## config.mk

```make
export PLATFORM = sky130hd
export DESIGN_NAME = rename_regfile
export DESIGN_NICKNAME = d
export VERILOG_FILES = /design/src/rtl/rob_pkg.sv /design/src/rtl/rename_table.sv /design/src/rtl/rename_regfile.sv
export SDC_FILE = /design/constraint.sdc
export NUM_CORES = 2
export LEC_CHECK = 0
export BUFFER_PORTS_ARGS = -buffer_cell sky130_fd_sc_hd__buf_2
export CAP_MARGIN = 20
export CORE_MARGIN = 2
export CORE_UTILIZATION = 60
export DETAILED_ROUTE_END_ITERATION = 16
export PLACE_DENSITY_LB_ADDON = 0.3
export SETUP_SLACK_MARGIN = 0.02
export SLEW_MARGIN = 0
export SYNTH_ARGS = -nofsm -noshare
export SYNTH_HDL_FRONTEND = slang
export SYNTH_HIERARCHICAL = 1
export SYNTH_SLANG_ARGS = --single-unit
```

## constraint.sdc

```tcl
create_clock -name clk -period 6.7 [get_ports clk]
set_input_delay 1.005 -clock clk [delete_from_list [all_inputs] [get_ports clk]]
set_output_delay 1.005 -clock clk [all_outputs]
set_load 0.05 [all_outputs]
```

## src/rtl/rob_pkg.sv

```systemverilog
// ---------------------------------------------------------------------------
// rob_pkg
//   Shared definitions for the rename register file:
//     - default data / ROB tag widths
//     - 6-bit opcode encodings seen at issue
//     - operand_t: one source operand as delivered to a reservation station
//       (value, producing ROB tag, value-valid flag)
//     - writes_rd(): true for opcodes that produce a destination register
// ---------------------------------------------------------------------------
package rob_pkg;

  localparam int XLEN_DEF      = 32;
  localparam int ROB_TAG_W_DEF = 3;
  localparam int OP_W          = 6;

  localparam logic [OP_W-1:0] OP_ADD  = 6'h01;
  localparam logic [OP_W-1:0] OP_ADDI = 6'h02;
  localparam logic [OP_W-1:0] OP_SUB  = 6'h03;
  localparam logic [OP_W-1:0] OP_SLL  = 6'h04;
  localparam logic [OP_W-1:0] OP_SRL  = 6'h05;
  localparam logic [OP_W-1:0] OP_MUL  = 6'h06;
  localparam logic [OP_W-1:0] OP_LW   = 6'h07;
  localparam logic [OP_W-1:0] OP_SW   = 6'h08;
  localparam logic [OP_W-1:0] OP_BNE  = 6'h09;
  localparam logic [OP_W-1:0] OP_LI   = 6'h0A;

  // One source operand. When rdy is 0 the value is not yet known and q
  // names the ROB entry the reservation station must wait on.
  typedef struct packed {
    logic [XLEN_DEF-1:0]      v;
    logic [ROB_TAG_W_DEF-1:0] q;
    logic                     rdy;
  } operand_t;

  // sw and bne have no destination; unknown opcodes never rename.
  function automatic logic writes_rd(input logic [OP_W-1:0] op);
    logic res;
    case (op)
      OP_ADD, OP_ADDI, OP_SUB, OP_SLL, OP_SRL, OP_MUL, OP_LW, OP_LI: res = 1'b1;
      default:                                                       res = 1'b0;
    endcase
    return res;
  endfunction

endpackage

```

## src/rtl/rename_table.sv

```systemverilog
// ---------------------------------------------------------------------------
// rename_table
//   Per-register rename status: a busy bit and the ROB tag of the youngest
//   in-flight producer. Two combinational read ports serve the two issue
//   sources.
//
//   Ports:
//     clk, rst                   clock, synchronous active-high reset
//     i_flush                    clear every busy bit (tags are left as-is)
//     i_ren_en/i_ren_idx/i_ren_tag  rename one register to a new ROB tag
//     i_cmt_valid/i_cmt_idx/i_cmt_tag  commit; clears busy only on tag match
//     i_rd_a_idx, i_rd_b_idx     read port indices
//     o_rd_a_busy/o_rd_a_tag     read port A status
//     o_rd_b_busy/o_rd_b_tag     read port B status
// ---------------------------------------------------------------------------
module rename_table
  import rob_pkg::*;
#(
  parameter int NREGS     = 32,
  parameter int ROB_TAG_W = ROB_TAG_W_DEF,
  parameter int REG_IDX_W = $clog2(NREGS)
) (
  input  logic                 clk,
  input  logic                 rst,
  input  logic                 i_flush,
  input  logic                 i_ren_en,
  input  logic [REG_IDX_W-1:0] i_ren_idx,
  input  logic [ROB_TAG_W-1:0] i_ren_tag,
  input  logic                 i_cmt_valid,
  input  logic [REG_IDX_W-1:0] i_cmt_idx,
  input  logic [ROB_TAG_W-1:0] i_cmt_tag,
  input  logic [REG_IDX_W-1:0] i_rd_a_idx,
  input  logic [REG_IDX_W-1:0] i_rd_b_idx,
  output logic                 o_rd_a_busy,
  output logic [ROB_TAG_W-1:0] o_rd_a_tag,
  output logic                 o_rd_b_busy,
  output logic [ROB_TAG_W-1:0] o_rd_b_tag
);

  logic [NREGS-1:0]     r_busy;
  logic [ROB_TAG_W-1:0] r_tag [NREGS];

  always_ff @(posedge clk) begin
    if (rst) begin
      r_busy <= '0;
      for (int r = 0; r < NREGS; r++) r_tag[r] <= '0;
    end else if (i_flush) begin
      // A flush discards every pending producer; any same-cycle rename has
      // already been suppressed by the caller.
      r_busy <= '0;
    end else begin
      for (int r = 0; r < NREGS; r++) begin
        // Only the youngest producer may clear busy: a stale commit (older
        // tag) leaves the newer rename in place.
        if (i_cmt_valid && (i_cmt_idx == REG_IDX_W'(r)) && (r_tag[r] == i_cmt_tag))
          r_busy[r] <= 1'b0;
        // Rename is evaluated last so it wins over a same-cycle commit.
        if (i_ren_en && (i_ren_idx == REG_IDX_W'(r))) begin
          r_busy[r] <= 1'b1;
          r_tag[r]  <= i_ren_tag;
        end
      end
    end
  end

  assign o_rd_a_busy = r_busy[i_rd_a_idx];
  assign o_rd_a_tag  = r_tag[i_rd_a_idx];
  assign o_rd_b_busy = r_busy[i_rd_b_idx];
  assign o_rd_b_tag  = r_tag[i_rd_b_idx];

endmodule

```

## src/rtl/rename_regfile.sv

```systemverilog
// ---------------------------------------------------------------------------
// rename_regfile
//   Architectural register file with rename status for the Tomasulo core.
//   At issue it resolves both source operands (value or producing ROB tag),
//   renames the destination, and registers the operand bundle for the
//   reservation stations. ROB commits write architectural values back and
//   may bypass straight into a same-cycle issue.
//
//   Handshake (both sides): a transfer happens on valid & ready. iss_ready =
//   !out_valid | out_ready, so the single output stage can be refilled in the
//   same cycle it is drained. While out_valid & !out_ready the bundle holds.
//
//   Ports:
//     clk, rst                         clock, synchronous active-high reset
//     iss_valid/iss_ready              issue handshake
//     iss_op/rs1/rs2/rd/imm/rob_tag    issued instruction fields
//     out_valid/out_ready              operand bundle handshake
//     out_v1/v2, out_q1/q2, out_rdy1/2 resolved operands
//     out_offset                       address offset (lw/sw), else 0
//     cmt_valid/idx/data/tag           ROB commit
//     flush                            mispredict flush
// ---------------------------------------------------------------------------
module rename_regfile
  import rob_pkg::*;
#(
  parameter int XLEN      = XLEN_DEF,
  parameter int NREGS     = 32,
  parameter int ROB_TAG_W = ROB_TAG_W_DEF,
  parameter int REG_IDX_W = $clog2(NREGS)
) (
  input  logic                 clk,
  input  logic                 rst,
  input  logic                 iss_valid,
  output logic                 iss_ready,
  input  logic [OP_W-1:0]      iss_op,
  input  logic [REG_IDX_W-1:0] iss_rs1,
  input  logic [REG_IDX_W-1:0] iss_rs2,
  input  logic [REG_IDX_W-1:0] iss_rd,
  input  logic [XLEN-1:0]      iss_imm,
  input  logic [ROB_TAG_W-1:0] iss_rob_tag,
  output logic                 out_valid,
  input  logic                 out_ready,
  output logic [XLEN-1:0]      out_v1,
  output logic [XLEN-1:0]      out_v2,
  output logic [ROB_TAG_W-1:0] out_q1,
  output logic [ROB_TAG_W-1:0] out_q2,
  output logic                 out_rdy1,
  output logic                 out_rdy2,
  output logic [XLEN-1:0]      out_offset,
  input  logic                 cmt_valid,
  input  logic [REG_IDX_W-1:0] cmt_idx,
  input  logic [XLEN-1:0]      cmt_data,
  input  logic [ROB_TAG_W-1:0] cmt_tag,
  input  logic                 flush
);

  logic [XLEN-1:0]      r_regs [NREGS];
  logic                 r_out_valid;
  operand_t             r_op1;
  operand_t             r_op2;
  logic [XLEN-1:0]      r_offset;

  logic                 w_accept;
  logic                 w_ren_en;
  logic [REG_IDX_W-1:0] w_src_b_idx;
  logic                 w_busy_a;
  logic                 w_busy_b;
  logic [ROB_TAG_W-1:0] w_tag_a;
  logic [ROB_TAG_W-1:0] w_tag_b;
  operand_t             w_src_a;
  operand_t             w_src_b;
  operand_t             w_op1;
  operand_t             w_op2;
  logic [XLEN-1:0]      w_offset;

  assign iss_ready = !r_out_valid || out_ready;
  // A flush drops the issue entirely: no bundle and no rename.
  assign w_accept  = iss_valid && iss_ready && !flush;
  assign w_ren_en  = w_accept && writes_rd(iss_op) && (iss_rd != '0);

  // lw takes its base address from rs1 but delivers it in slot 2.
  assign w_src_b_idx = (iss_op == OP_LW) ? iss_rs1 : iss_rs2;

  rename_table #(
    .NREGS     (NREGS),
    .ROB_TAG_W (ROB_TAG_W),
    .REG_IDX_W (REG_IDX_W)
  ) u_rename_table (
    .clk         (clk),
    .rst         (rst),
    .i_flush     (flush),
    .i_ren_en    (w_ren_en),
    .i_ren_idx   (iss_rd),
    .i_ren_tag   (iss_rob_tag),
    .i_cmt_valid (cmt_valid),
    .i_cmt_idx   (cmt_idx),
    .i_cmt_tag   (cmt_tag),
    .i_rd_a_idx  (iss_rs1),
    .i_rd_b_idx  (w_src_b_idx),
    .o_rd_a_busy (w_busy_a),
    .o_rd_a_tag  (w_tag_a),
    .o_rd_b_busy (w_busy_b),
    .o_rd_b_tag  (w_tag_b)
  );

  // Resolve one register source. The lookup sees the mapping from before
  // this instruction's own rename, so rs == rd reads the previous producer.
  function automatic operand_t lookup(input logic [REG_IDX_W-1:0] idx,
                                      input logic                 busy,
                                      input logic [ROB_TAG_W-1:0] tag,
                                      input logic [XLEN-1:0]      regval,
                                      input logic                 c_valid,
                                      input logic [REG_IDX_W-1:0] c_idx,
                                      input logic [ROB_TAG_W-1:0] c_tag,
                                      input logic [XLEN-1:0]      c_data);
    operand_t res;
    res = '0;
    if (idx == '0) begin
      res.rdy = 1'b1;
    end else if (!busy) begin
      res.rdy = 1'b1;
      res.v   = regval;
    end else if (c_valid && (c_idx == idx) && (c_tag == tag)) begin
      // Producer commits this very cycle: forward its data.
      res.rdy = 1'b1;
      res.v   = c_data;
    end else begin
      res.q = tag;
    end
    return res;
  endfunction

  always_comb begin
    w_src_a = lookup(iss_rs1, w_busy_a, w_tag_a, r_regs[iss_rs1],
                     cmt_valid, cmt_idx, cmt_tag, cmt_data);
    w_src_b = lookup(w_src_b_idx, w_busy_b, w_tag_b, r_regs[w_src_b_idx],
                     cmt_valid, cmt_idx, cmt_tag, cmt_data);
  end

  // Operand selection by opcode; unused slots are ready with value 0.
  always_comb begin
    w_op1     = '0;
    w_op1.rdy = 1'b1;
    w_op2     = '0;
    w_op2.rdy = 1'b1;
    w_offset  = '0;
    case (iss_op)
      OP_ADD, OP_SUB, OP_SLL, OP_SRL, OP_MUL, OP_BNE: begin
        w_op1 = w_src_a;
        w_op2 = w_src_b;
      end
      OP_ADDI: begin
        w_op1   = w_src_a;
        w_op2.v = iss_imm;
      end
      OP_LW: begin
        w_op2    = w_src_b;
        w_offset = iss_imm;
      end
      OP_SW: begin
        w_op1    = w_src_a;
        w_op2    = w_src_b;
        w_offset = iss_imm;
      end
      OP_LI: begin
        w_op2.v = iss_imm;
      end
      default: ;
    endcase
  end

  // Architectural data. Commits still land during a flush; r0 stays zero.
  always_ff @(posedge clk) begin
    if (rst) begin
      for (int r = 0; r < NREGS; r++) r_regs[r] <= '0;
    end else if (cmt_valid && (cmt_idx != '0)) begin
      r_regs[cmt_idx] <= cmt_data;
    end
  end

  // Output stage.
  always_ff @(posedge clk) begin
    if (rst) begin
      r_out_valid <= 1'b0;
      r_op1       <= '0;
      r_op2       <= '0;
      r_offset    <= '0;
    end else if (flush) begin
      r_out_valid <= 1'b0;
    end else if (w_accept) begin
      r_out_valid <= 1'b1;
      r_op1       <= w_op1;
      r_op2       <= w_op2;
      r_offset    <= w_offset;
    end else if (out_ready) begin
      r_out_valid <= 1'b0;
    end
  end

  assign out_valid  = r_out_valid;
  assign out_v1     = r_op1.v;
  assign out_q1     = r_op1.q;
  assign out_rdy1   = r_op1.rdy;
  assign out_v2     = r_op2.v;
  assign out_q2     = r_op2.q;
  assign out_rdy2   = r_op2.rdy;
  assign out_offset = r_offset;

endmodule

```

== Yosys cells after proc, flatten, opt, wreduce, memory -nomap -nowiden ==
Memories as Yosys holds them, arrays and structs flattened.
Cells that the tools add are included.
Operators by class
  $add $sub $neg: 0
  $mul: 0
  divide/modulo/power cells: 0
  magnitude comparators: 2
  eq/ne operators: 108
  shifts and indexed selects: 0
  mux-type cells: 260
  bitwise logic cells: 33
  reductions and logical operators: 155
Operators with widths (count)
  $mux W1: 209
  $mux W32: 6
  $eq A5 B5 Y1 const B: 32
  $mux W3: 36
  $logic_and A1 B1 Y1: 105
  $eq A3 B3 Y1: 34
  $eq A5 B4 Y1 const B: 16
  $mux W35: 2
  $reduce_bool A2 Y1: 33
  $pmux W32 S2: 1
  $eq A5 B3 Y1 const B: 8
  $mux W36: 1
  $or A1 B1 Y1: 32
  $reduce_or A32 Y1: 1
  $eq A6 B3 Y1 const B: 4
  $eq A5 B2 Y1 const B: 4
  $logic_not A5 Y1: 4
  $eq A6 B4 Y1 const B: 3
  $reduce_or A8 Y1: 2
  $eq A6 B2 Y1 const B: 2
  $lt A5 B6 Y1 const B: 2
  $bmux W1 S5: 2
  $eq A5 B1 Y1 const B: 2
  $eq A5 B5 Y1: 2
  10 further kinds: 15
Word-level totals
  register bits after elaboration: 137
  bits in latches: 0
  bits in writable memories: 1120
  bits in read-only memories: 16
  output and inout bits: 106
  logic and storage cells: 601
  memories: 3
Memories
  r_regs: depth 32, bits a word 32, read ports 2, clocked after memory_dff 0, write ports 32, RTL line rename_regfile.sv:57  | logic [XLEN-1:0] r_regs [NREGS];
  u_rename_table.r_tag: depth 32, bits a word 3, read ports 34, clocked after memory_dff 0, write ports 32, RTL line rename_table.sv:41  | logic [ROB_TAG_W-1:0] r_tag [NREGS];
  (no name shown): depth 16, bits a word 1, read ports 1, clocked after memory_dff 0, write ports 0, RTL line rob_pkg.sv:38  | case (op)

== Longest topological paths before layout ==
  depth after elaboration: 12
  gate-level depth with buffers: 23

== Modules after synthesis ==
Netlist, hierarchy kept.
By module, submodules not included
  rename_regfile: instances 1, cells an instance 4756, area each 58967.8 um^2, sequential area each 32851.5 um^2
  rename_table: instances 1, cells an instance 642, area each 7890.1 um^2, sequential area each 3523.4 um^2

== Worst setup path before layout ==
No wires, ideal clock.
  path type: input to register
  from: input port iss_op[1]
  to: register r_op2 (netlist bit out_v2[30])
  data arrival time: 5.574 ns
  slack: 1.035 ns
  stages: 22
  path buffers: 8
  path through: buf_4 and4b_1 buf_6 nand3_1 and2_1 buf_2 inv_2 clkbuf_1 buf_2 buf_6 mux4_2 mux4_2 mux2_2 xnor2_1 nand4_1 or3_1 a2111oi_2 and2_1 buf_4 buf_6 nand2_1 a311oi_1
Between the ends
  word-level cells in the longest chain between the ends: 9
Ends and longest elaborated chain
  start: declaration: RTL line rename_regfile.sv:35  | input logic [OP_W-1:0] iss_op,
  $eq A6 B3 Y1: RTL line rename_regfile.sv:82  | assign w_src_b_idx = (iss_op == OP_LW) ? iss_rs1 : iss_rs2;
  $mux W5: RTL line rename_regfile.sv:82
  via w_src_b_idx[1]: RTL line rename_regfile.sv:65  | logic [REG_IDX_W-1:0] w_src_b_idx;
  $mem_v2 Z32 W3
  via w_tag_b[2]: RTL line rename_regfile.sv:69  | logic [ROB_TAG_W-1:0] w_tag_b;
  $eq A3 B3 Y1: RTL line rename_regfile.sv:123  | end else if (c_valid && (c_idx == idx) && (c_tag == tag)) begin
  $logic_and A1 B1 Y1: RTL line rename_regfile.sv:123
  $mux W32: RTL line rename_regfile.sv:123
  $mux W32: RTL line rename_regfile.sv:120  | end else if (!busy) begin
  $mux W35: RTL line rename_regfile.sv:118  | if (idx == '0) begin
  $pmux W32 S2: RTL line rename_regfile.sv:147  | case (iss_op)
  end signal: assignment: RTL line rename_regfile.sv:193  | r_op2 <= w_op2;
  end: declaration: RTL line rename_regfile.sv:60  | operand_t r_op2;
The timed path passes the listed nets, and every way through them passes these cells. The select of a mux whose other input is x is not followed.
A chain may end at the register's enable or synchronous reset.

== Worst setup path after layout ==
  from: input port iss_op[3]
  to: register r_op2 (netlist bit out_v2[12])
Between the ends
  word-level cells in the longest chain between the ends: 9
Ends and longest elaborated chain (RTL line)
  $eq A6 B3 Y1: rename_regfile.sv:82
  $mux W5: rename_regfile.sv:82
  $mem_v2 Z32 W3
  via w_tag_b[2]: rename_regfile.sv:69
  $eq A3 B3 Y1: rename_regfile.sv:123
  $logic_and A1 B1 Y1: rename_regfile.sv:123
  $mux W32: rename_regfile.sv:123
  $mux W32: rename_regfile.sv:120
  $mux W35: rename_regfile.sv:118
  $pmux W32 S2: rename_regfile.sv:147
The timed path passes the listed nets, and every way through them passes these cells. The select of a mux whose other input is x is not followed.

==> flow_summary.ini <==
[timing]
worst_slack_ns = 0.842
slew_headroom_pct = 12.7
min_period_over_period_pct = 87.4
hold_viol = 0
hold_slack_ns = 0.449
skew_ns = 0.0393
max_freq_mhz = 171
slew_viol_final = 0
rsz0062_at_grt = false
period_needed_ns = 5.86
worst_pin_slew_ns = 1.30
finalSetupViolCount = 0
tns_ns = 0

[pwr]
power.share.clock_pct = 38.7
power_frac_seq_pct = 48.7
ir_drop_mv = 0.247
swShare_pct = 26.4
p_per_area_mw_per_mm2 = 257
leakagePower_uw = 0.0255
p_sw_uw = 4980
power.internal_uw = 13900
power_frac_comb_pct = 12.6

[floorplan]
io_pins = 208
coreArea_mm2 = 0.111
dieHeight_um = 338
num_rows = 122
initial_utilization_pct = 60.4
die_w_um = 338
dieArea_mm2 = 0.114

[synthesis]
synth_commonest_cells = 1120 x edfxtp_1, 997 x and2_1, 443 x clkbuf_1, 425 x nand2_1, 401 x mux4_2
synthTopCellsByArea = edfxtp_1 50%, mux4_2 14%, and2_1 9.3%
ys_seq_area_share_pct = 54.4
syn_area_per_cell_um2 = 12.4
ys_types = 65
ys_warn_count = 6
synthCells = 5398
yosys.area.top_type = edfxtp_1
synth-edff-count = 1120
synth_top_area_share_pct = 50.3
synthArstFlopShare_pct = 0
ys.flop_type = edfxtp_1
synthMostInstantiatedCell = edfxtp_1
synth-seq-cells = 1257
syn-cell-area_mm2 = 0.0669

[global_routing]
antenna_found_initial = 26
grt_pass1_vias = 49000
grt_start_max_net_pins = 132
grt_pass1_wl_um = 339000
globalRouteTotalUtil_pct = 42.1
grt_overflow = 0

[clocking]
post-cts-setup-buffers = 0
clockBufferDepth = 3
ctsRootBufferMaster = clkbuf_16
insertion_delay_ns = 0.78
ctsResizeCount = 0
htree_levels = 4
cts.sinks = 1257
cts_tree = yes
cts_hold_buf = 0
cts_buffers = 134
path_clk_slew_ns = 0.06

[final_layout]
drive_above_1_share_pct = 19.4
final_cell_area_mm2 = 0.0735
area_delta_synth_final_pct = 9.94
fin_cells = 6969
num-nets-final = 5460

[setup_path]
crit_path_top_delay_cell = and4b_1
cp-end-kind = register
reg2regPathDepth = 11
slowest_delay_ns = 0.61
cp.arrival_ns = 6.52
critPathLaunchType = input pin
setup.worst_path.start = iss_op[3]
reg2reg_slack_ns = 2.34
cpMostUsedCell = mux4_2
timing.rr.end = out_v2[12]
cp_cell_sequence = buf_2, and4b_1, nand2_4, mux2i_4, inv_2, mux4_2, mux4_2, mux2_2, xnor2_1, nand4_1, or3_1, a2111oi_2, and2_2, buf_12, a21oi_1, a211oi_1
r2r_start = u_rename_table/r_tag[6][0]
critPathMaxFanout = 30
required_ns = 7.37
worstSetupEndpoint = out_v2[12]
crit_type = input pin to register
cp_num_buf_inv = 3
path_depth = 16
path_delay_family = simple AND/OR/NAND/NOR gates

[route]
drc = 0
finalWirelength_um = 240000
vias_per_cell = 7.33
antenna_left = 0
wl_per_cell_um = 34.4
vias = 51100
drt-initial-drc-count = 9776
first_pass_iters = 7

[worst_hold_path]
min_path_type = register to register

[placed_design]
portBuffers = 207
gp_congestion = 1.01
dp_cells = 6710
pre_cts_slack_ns = 0.307
place_area_mm2 = 0.0692
dp_hpwl_um = 143000

[run_status]
status = finished clean

[flow_run]
maxCapViolations = 0
-- cells by family after synthesis --
group                  share of synthesized area [%]
AND/OR/NAND/NOR                                 16.4
flip-flops                                      54.4
AO/OA/AOI/OAI                                   9.28
buffers and inverters                           3.31
multiplexers                                    15.2
XOR/XNOR                                        1.43
other                                        0.00561
-- metrics by stage --
| step | total power (uW) | util [%] |
|---|---|---|
| 2_1_floorplan | 10700 | - |
| 3_3_place_gp | 11500 | 62.5 |
| 3_5_place_dp | 11600 | 62.5 |
| 4_1_cts | 18700 | 66.4 |
| 6_report | 18900 | 66.4 |
| 5_1_grt | 19200 | 66.4 |
-- state kept, by name, indices dropped and copies added, names as in the netlist --
register               cells
r_regs                  1024
u_rename_table/r_tag      96
out_offset                32
out_v1                    32
out_v2                    32
u_rename_table/r_busy     32
out_q1                     3
out_q2                     3
out_rdy1                   1
out_rdy2                   1
out_valid                  1
-- layout by cell type, fill, tap and decap left out, types with 13 or more instances in the layout --
cell type     n
a211o_1      32
a211oi_1     36
a21o_1       16
a21oi_1     117
a221o_1      30
a221oi_1     95
a222oi_1     31
a22oi_1     101
a31oi_1     124
and2_1      993
buf_2       202
buf_4       128
clkbuf_1     26
clkbuf_16   142
clkinv_1     18
clkinv_2     31
conb_1       32
dfxtp_1     137
diode_2      13
edfxtp_1   1120
mux2i_1      94
mux4_2      401
nand2_1     425
nand2b_1     36
nand3_1     209
nand4_1      33
nor2_1      234
nor2_2       31
nor3_1       14
o211ai_1     62
o21ai_0     131
o22ai_1      63
o2bb2ai_1    31
or2_2        34
xnor2_1     102
-- final cells by class --
class                      instances  area (um2)
sequential                      1257       36400
multi-input combinational       3608       28700
timing repair buffer             346        2270
inverter                          11        50.0
tap                             1488        1860
clock buffer                     177        3770
clock inverter                    69         498
antenna                           13        32.5
fill                            7802       37200
-- worst min-delay path by stage --
stage / from / to / slack [ns] / cells past startpoint
after global placement: out_offset[14] / out_offset[14] / 0.43 / 2
after detailed placement: out_offset[22] / out_offset[22] / 0.44 / 2
final: out_offset[22] / out_offset[22] / 0.45 / 2
after floorplan: u_rename_table/r_busy[20] / u_rename_table/r_busy[20] / 0.46 / 2
after global routing: out_offset[10] / out_offset[10] / 0.47 / 2
after CTS: out_offset[22] / out_offset[22] / 0.45 / 2
-- metal layers --
metal | up-vias | track usage (%) | wire length (um)
li1 | 20300 | - | -
met1 | 24600 | 53.2 | 77800
met2 | 5071 | 60.2 | 101000
met3 | 1095 | 16.4 | 41100
met4 | 12 | 28.2 | 19200
met5 | - | 0 | 64
-- power by group through the flow --
stage	Sequential, uW	Combinational, uW	Clock, uW
after global routing	9240	2410	7590
after floorplan	9280	1400	0
final	9210	2370	7310
after CTS	9190	2270	7280
after global placement	9320	2230	0
after detailed placement	9350	2260	0
-- worst min-delay path: cells and delay by family, from the launching register on --
family | cells | cell delay, ns
AOI/OAI and AO/OA | 1 | 0.05
DFF | 1 | 0.31
and+or+nand+nor | 1 | 0.05
(Power assumes the default switching activity.)
